## config.mk

```make
export PLATFORM = sky130hd
export DESIGN_NAME = crc16_byte_update
export DESIGN_NICKNAME = d
export VERILOG_FILES = /design/src/rtl/crc16_pkg.sv /design/src/rtl/crc16_byte_update.sv
export SDC_FILE = /design/constraint.sdc
export NUM_CORES = 1
export LEC_CHECK = 0
export ABC_AREA = 1
export BUFFER_PORTS_ARGS = -buffer_cell sky130_fd_sc_hd__buf_2
export CAP_MARGIN = 20
export CELL_PAD_IN_SITES_DETAIL_PLACEMENT = 0
export CELL_PAD_IN_SITES_GLOBAL_PLACEMENT = 1
export CORE_MARGIN = 2
export CORE_UTILIZATION = 25
export DETAILED_ROUTE_END_ITERATION = 12
export GPL_ROUTABILITY_DRIVEN = 1
export PLACE_DENSITY = 0.91
export SLEW_MARGIN = 10
export SYNTH_ARGS = -nofsm -noshare
export SYNTH_HDL_FRONTEND = slang
export SYNTH_SLANG_ARGS = --single-unit
```

## constraint.sdc

```tcl
create_clock -name vclk -period 1.2
set_input_delay 0.12 -clock vclk [all_inputs]
set_output_delay 0.12 -clock vclk [all_outputs]
set_load 0.01 [all_outputs]
```

## src/rtl/crc16_pkg.sv

```systemverilog
// Shared constants and helpers for the CRC-16 frame checker.
// Holds the CRC width, the fixed 0x1021 polynomial, the checker FSM state
// encoding and bit-reversal helpers used for the input/output inversion options.
package crc16_pkg;

    localparam int unsigned CrcW    = 16;
    localparam logic [15:0] CrcPoly = 16'h1021;

    typedef enum logic [1:0] {
        StIdle,
        StFill,
        StStatus
    } state_e;

    function automatic logic [7:0] rev8(input logic [7:0] d);
        logic [7:0] r;
        for (int i = 0; i < 8; i++) begin
            r[i] = d[7-i];
        end
        return r;
    endfunction

    function automatic logic [15:0] rev16(input logic [15:0] d);
        logic [15:0] r;
        for (int i = 0; i < 16; i++) begin
            r[i] = d[15-i];
        end
        return r;
    endfunction

endpackage

```

## src/rtl/crc16_byte_update.sv

```systemverilog
// Byte-parallel CRC-16 update, polynomial 0x1021, MSB-first shift.
// Ports:
//   crc_i  - current CRC register value
//   data_i - byte to fold in
//   crc_o  - CRC register value after the byte
module crc16_byte_update
    import crc16_pkg::*;
(
    input  logic [CrcW-1:0] crc_i,
    input  logic [7:0]      data_i,
    output logic [CrcW-1:0] crc_o
);

    logic [CrcW-1:0] c;

    always_comb begin
        c = crc_i ^ {data_i, 8'h00};
        for (int i = 0; i < 8; i++) begin
            c = c[15] ? ((c << 1) ^ CrcPoly) : (c << 1);
        end
        crc_o = c;
    end

endmodule

```

== After elaboration in Yosys (flattened, before gate mapping) ==
Index checks and enable logic that the tools add are counted.
Storage, ports and cells
  register bits after elaboration: 0
  latch bits: 0
  RAM bits: 0
  memory bits (read-only): 0
  bits of input ports: 24
  output and inout bits: 16
  logic and storage cells: 17
  memories: 0
Cells by class
  $add $sub $neg: 0
  $mul: 0
  div/mod/pow operators: 0
  order comparisons: 0
  equal/unequal tests: 0
  shift-type cells: 0
  mux-type cells: 8
  bitwise logic cells: 9
  reduce and logical (&&, ||, !) cells: 0
Operators with widths (count)
  13-bit two-way mux: 8
  3-bit inverter: 8
  16-bit XOR: 1

== Depth between registers and ports, before layout ==
Gate-level depths: netlist of run 1.
  depth in word-level cells: 17
  depth in mapped cells: 7
  mapped depth without buffers: 7

== Worst setup path after synthesis of run 1 ==
No wires, ideal clock.
  kind: input port to output port
  start: in crc_i[12]
  end: out crc_o[12]
  arrival: 0.640 ns
  required time: 1.080 ns
  slack: 0.440 ns
  cell stages on the path: 7
  path buffers: 0
  path through: inv_1 -> nand2_1 -> nand2_2 -> nand2_2 -> nand2_2 -> nand2_1 -> nand2_1
Between the ends
  word-level cells in the longest chain between the ends: 3
Ends and longest elaborated chain
  from (decl): line crc16_byte_update.sv:9  | input logic [CrcW-1:0] crc_i,
  16-bit XOR: line crc16_byte_update.sv:17  | c = crc_i ^ {data_i, 8'h00};
  13-bit two-way mux (2 in series): line crc16_byte_update.sv:19  | c = c[15] ? ((c << 1) ^ CrcPoly) : (c << 1);
  to (decl): line crc16_byte_update.sv:11  | output logic [CrcW-1:0] crc_o
No other way between the ends.

== Final worst setup path of run 1 ==
  start: in data_i[5]
  end: out crc_o[13]
Between the ends
  word-level cells in the longest chain between the ends: 3
Ends and longest elaborated chain
  from (decl): line crc16_byte_update.sv:10  | input logic [7:0] data_i,
  16-bit XOR: line crc16_byte_update.sv:17
  13-bit two-way mux (2 in series): line crc16_byte_update.sv:19
No other way between the ends.

==> results of run 1 <==
## final timing paths
kind	start	endpoint	slack, ns	cells past startpoint
max	data_i[5]	crc_o[13]	0.25	9
min	crc_i[3]	crc_o[11]	0.50	3
## area by class of cell
class / instances / share of cell area
repair buffers: 40 / 0.2759
well taps: 27 / 0.04655
inverters: 22 / 0.1138
multi-input cells: 93 / 0.5638
## report_power, final
part           leakage (nW)  internal [W]  total, W  switching [W]
Combinational         0.555      0.000135  0.000325       0.000190
Clock                     0             0         0              0
Sequential                0             0         0              0
Total                 0.555      0.000135  0.000325       0.000190
## per-stage QoR
stage	setup slack (ns)	util
after detailed placement	0.2372	0.3816
after global placement	0.2512	0.3816
final	0.2456	0.3816
after CTS	0.2371	0.3816
after global routing	0.1102	0.3816
after floorplan	0.4395	-
## routing by layer
| metal | vias to the layer above | share of wire | global-route usage |
|---|---|---|---|
| met2 | 19 | 0.53 | 0.2384 |
| met5 | - | 0 | 0 |
| met3 | 0 | 0.055 | 0.003086 |
| li1 | 412 | - | - |
| met1 | 301 | 0.41 | 0.1231 |
| met4 | 0 | 0 | 0 |
## cell families after synthesis
logic type / Yosys count / synth area share
AND/OR/NAND/NOR: 90 / 0.7786
buffers and inverters: 22 / 0.1679
XOR/XNOR: 3 / 0.05344
## cell usage in the layout (no fill, tap or decap)
cell     instances
buf_2           40
inv_1           22
nand2_1         68
nand2_2         14
nand3_1          8
xor2_1           3
==> flow_metrics.tcl, run 1 <==
set metrics [dict create \
    start_util 0.2586 \
    drt_pass1_iterations 4 \
    maxCapViolCount 0 \
    ios 40 \
    synth_common_cells "nand2_1, inv_1, nand2_2, nand3_1, xor2_1" \
    syn_to_final_growth_pct 47.58 \
    wl_per_cell_um 6.747 \
    power_density_mw_per_mm2 448.4 \
    post_cts_resized 0 \
    grt_pass1_wl_um 2263 \
    required_ns 1.08 \
    overflow 0 \
    critPathKind "in -> out" \
    viasPerCell 4.022 \
    die_w_um 48.35 \
    avgSynthCellArea_sq_um 4.276 \
    wl_um 1228 \
    yosysTopAreaCellShare 0.5191 \
    tns_ns 0 \
    fmax_mhz 1048 \
    nNetsFinal 181 \
    end_kind "output port" \
    tightest_slew_ns 0.1267 \
    post-route-drc-count 0 \
    holdWs_ns 0.5023 \
    core_area_sq_mm 0.001902 \
    yosysMostFrequentCell "nand2_1" \
    hp-class "in -> out" \
    synth_nets 139 \
    drive_above_1_share 0.3484 \
    cpMaxStageDelayCell "buf_2" \
    grt_max_degree 5 \
    dpl_cell_area_sq_um 725.7 \
    finalWeightedCongestion 0.6818 \
    power.total_w 0.0003254 \
    ys_types 5 \
    finalCritPeriodShare 0.7953 \
    crit_chain "buf_2, inv_1, nand2_1, nand2_2, nand2_2, nand2_2, nand2_1, nand2_1, buf_2" \
    post_cts_buffers 0 \
    critPathMaxFanout 3 \
    design.seq.count 0 \
    relSlewSlack 0.9152 \
    synth_area_leaders "nand2_1, nand2_2, inv_1, nand3_1, xor2_1" \
    antenna_left 0 \
    ys_seq_area_frac 0 \
    p_leak_nw 0.5545 \
    grt.total_usage 0.1100 \
    setup_viol 0 \
    die_h_um 48.35 \
    irDropWorstVdd_mv 0.1637 \
    syn_area_sq_um 491.7 \
    num_vias 732 \
    rsz0062_at_grt "no" \
    placed_cells 182 \
    seqCellArea_sq_um 0 \
    yosys.area.top_type "nand2_1" \
    arrival_ns 0.83 \
    dr.first_iter.drc_count 8 \
    cp-start-kind "input port" \
    slowest_delay_ns 0.12 \
    grt_pass1_vias 626 \
    fin_cells 182 \
    postSynthCellCount 115 \
    antenna_found_initial 0 \
    crit_buf_inv 3 \
    die_area_sq_mm 0.002338 \
    rows 16 \
    final_area_sq_um 725.7 \
    ys_warn_count 0 \
    finalMaxSlewViolations 0 \
    diodes 0 \
    numPortBuffers 40 \
    multiInputGateArea_sq_um 409.1 \
    critPathTopFamily "simple AND/OR/NAND/NOR gates" \
    holdBufCountCts 0 \
    hold_viol_final 0 \
    min_period_ns 0.9544 \
    n_fill_cell 218 \
    dp.final_hpwl_um 1162 \
    status "finished, final reports clean" \
    nClkBuffers 0 \
]
(Power assumes the default switching activity.)
==> run 2, diff against run 1 <==
CORE_UTILIZATION = 23   (was 25)
PLACE_DENSITY = 0.85   (was 0.91)
clock period = 0.95 ns   (was 1.2 ns; I/O delays follow)
==> flow_metrics.tcl, run 2 (synthesized netlist as in run 1, its figures left out) <==
set metrics [dict create \
    finalCritPeriodShare 0.9433 \
    critPathTopFamily "simple AND/OR/NAND/NOR gates" \
    setup_viol 0 \
    power_frac_seq 0 \
    overflow 0 \
    antenna_left 0 \
    numPortBuffers 40 \
    place_ws_ns 0.02907 \
    nClkBuffers 0 \
    viasPerCell 4.089 \
    p_leak_nw 0.6234 \
    drt_pass1_iterations 2 \
    end_kind "output port" \
    die_h_um 50.24 \
    slowest_delay_ns 0.14 \
    cpMaxStageDelayCell "buf_4" \
    power_density_mw_per_mm2 581.7 \
    antenna_found_initial 0 \
    grt.met3_usage 0.002976 \
    post-route-drc-count 0 \
    drive_above_1_share 0.5427 \
    grt_max_degree 5 \
    grt_pass1_wl_um 2125 \
    grt.total_usage 0.09888 \
    holdWs_ns 0.4522 \
    hold_viol_final 0 \
    finalMaxSlewViolations 0 \
    power_frac_comb 1.000 \
    ios 40 \
    seqCellArea_sq_um 0 \
    tightest_slew_ns 0.1159 \
    dr.first_iter.drc_count 8 \
    cp-start-kind "input port" \
    switching_share 0.5452 \
    critPathMaxFanout 3 \
    final_common_cell "nand2_1" \
    rsz0062_at_grt "yes" \
    critPathKind "in -> out" \
    rows 16 \
    grt_util_met1 0.1165 \
    finalWeightedCongestion 0.6958 \
    fmax_mhz 1116 \
    p_switching_w 0.0002830 \
    diodes 0 \
    irDropWorstVdd_mv 0.2425 \
    hp-class "in -> out" \
    status "finished, final reports clean" \
    start_util 0.2481 \
    postLayoutCoreUtil 0.4501 \
    final_cell_mix "nand2_1, buf_2, nand2_2, inv_1, buf_4" \
    grt_use_met2 0.2039 \
    tns_ns 0 \
    grt_pass1_vias 591 \
    min_period_ns 0.8962 \
    pwr-share-clk 0 \
    crit_buf_inv 3 \
    wl_per_cell_um 7.576 \
    die_area_sq_mm 0.002524 \
    design.seq.count 0 \
    die_w_um 50.24 \
    arrival_ns 0.80 \
    dp.final_hpwl_um 1206 \
    core_area_sq_mm 0.001982 \
    fin_ws_ns 0.05382 \
    busiest_layer "met2" \
    maxCapViolCount 0 \
    p_int_w 0.0002360 \
    num_vias 781 \
    syn_to_final_growth_pct 81.42 \
    relSlewSlack 0.9225 \
    required_ns 0.85 \
    wl_um 1447 \
    crit_chain "buf_4, inv_4, nand2_4, nand2_4, nand2_2, nand2_2, nand2_1, nand2_1, buf_2" \
    nNetsFinal 190 \
]
## run 2: cell count changes in the layout (fill, tap and decap cells not counted), sizes merged
cell	change
buf	+9
## run 2: power groups by stage
stage / Sequential, W / Clock [W] / Combinational [W]
after detailed placement: 0 / 0 / 0.000417
after CTS: 0 / 0 / 0.000418
after floorplan: 0 / 0 / 0.000246
final: 0 / 0 / 0.000519
after global placement: 0 / 0 / 0.000408
after global routing: 0 / 0 / 0.000579
## run 2: per-stage QoR
| stage | cells | total power (W) | instance area, sq um |
|---|---|---|---|
| 6_report | 191 | 0.0005190 | 892.1 |
| 3_3_place_gp | 182 | 0.0004080 | 725.7 |
| 3_5_place_dp | 182 | 0.0004169 | 725.7 |
| 4_1_cts | 182 | 0.0004183 | 725.7 |
| 5_1_grt | 191 | 0.0005794 | 892.1 |
| 2_1_floorplan | 115 | 0.0002457 | 491.7 |
## run 2: worst paths after layout
| check | from | to | slack, ns | cells after the start |
|---|---|---|---|---|
| min | crc_i[2] | crc_o[10] | 0.45 | 3 |
| max | crc_i[15] | crc_o[15] | 0.05 | 9 |
## run 2: routing by layer
metal  share of wire  vias to the layer above
li1                -                      431
met1            0.40                      328
met2            0.54                       22
met3           0.058                        0
met4               0                        0
met5               0                        -
## run 2: final cells by class
type                       count  area, sq um
multi-input combinational     93        486.7
timing repair buffer          49        284.0
fill                         228         1090
tap                           27        33.78
inverter                      22        87.58
## run 2: tightest hold or removal path, delay by kind of cell
kind      cells  cell delay [ns]
xor+xnor      1             0.05
buf+inv       2             0.21
## run 2: timing repair
action | 4_1_cts | 5_1_grt
setup buffers | 0 | 9
hold buffers | 0 | 0
endpoints found under the hold margin | 0 | 0
resized for setup | 0 | 40
setup endpoints to repair | 0 | 8
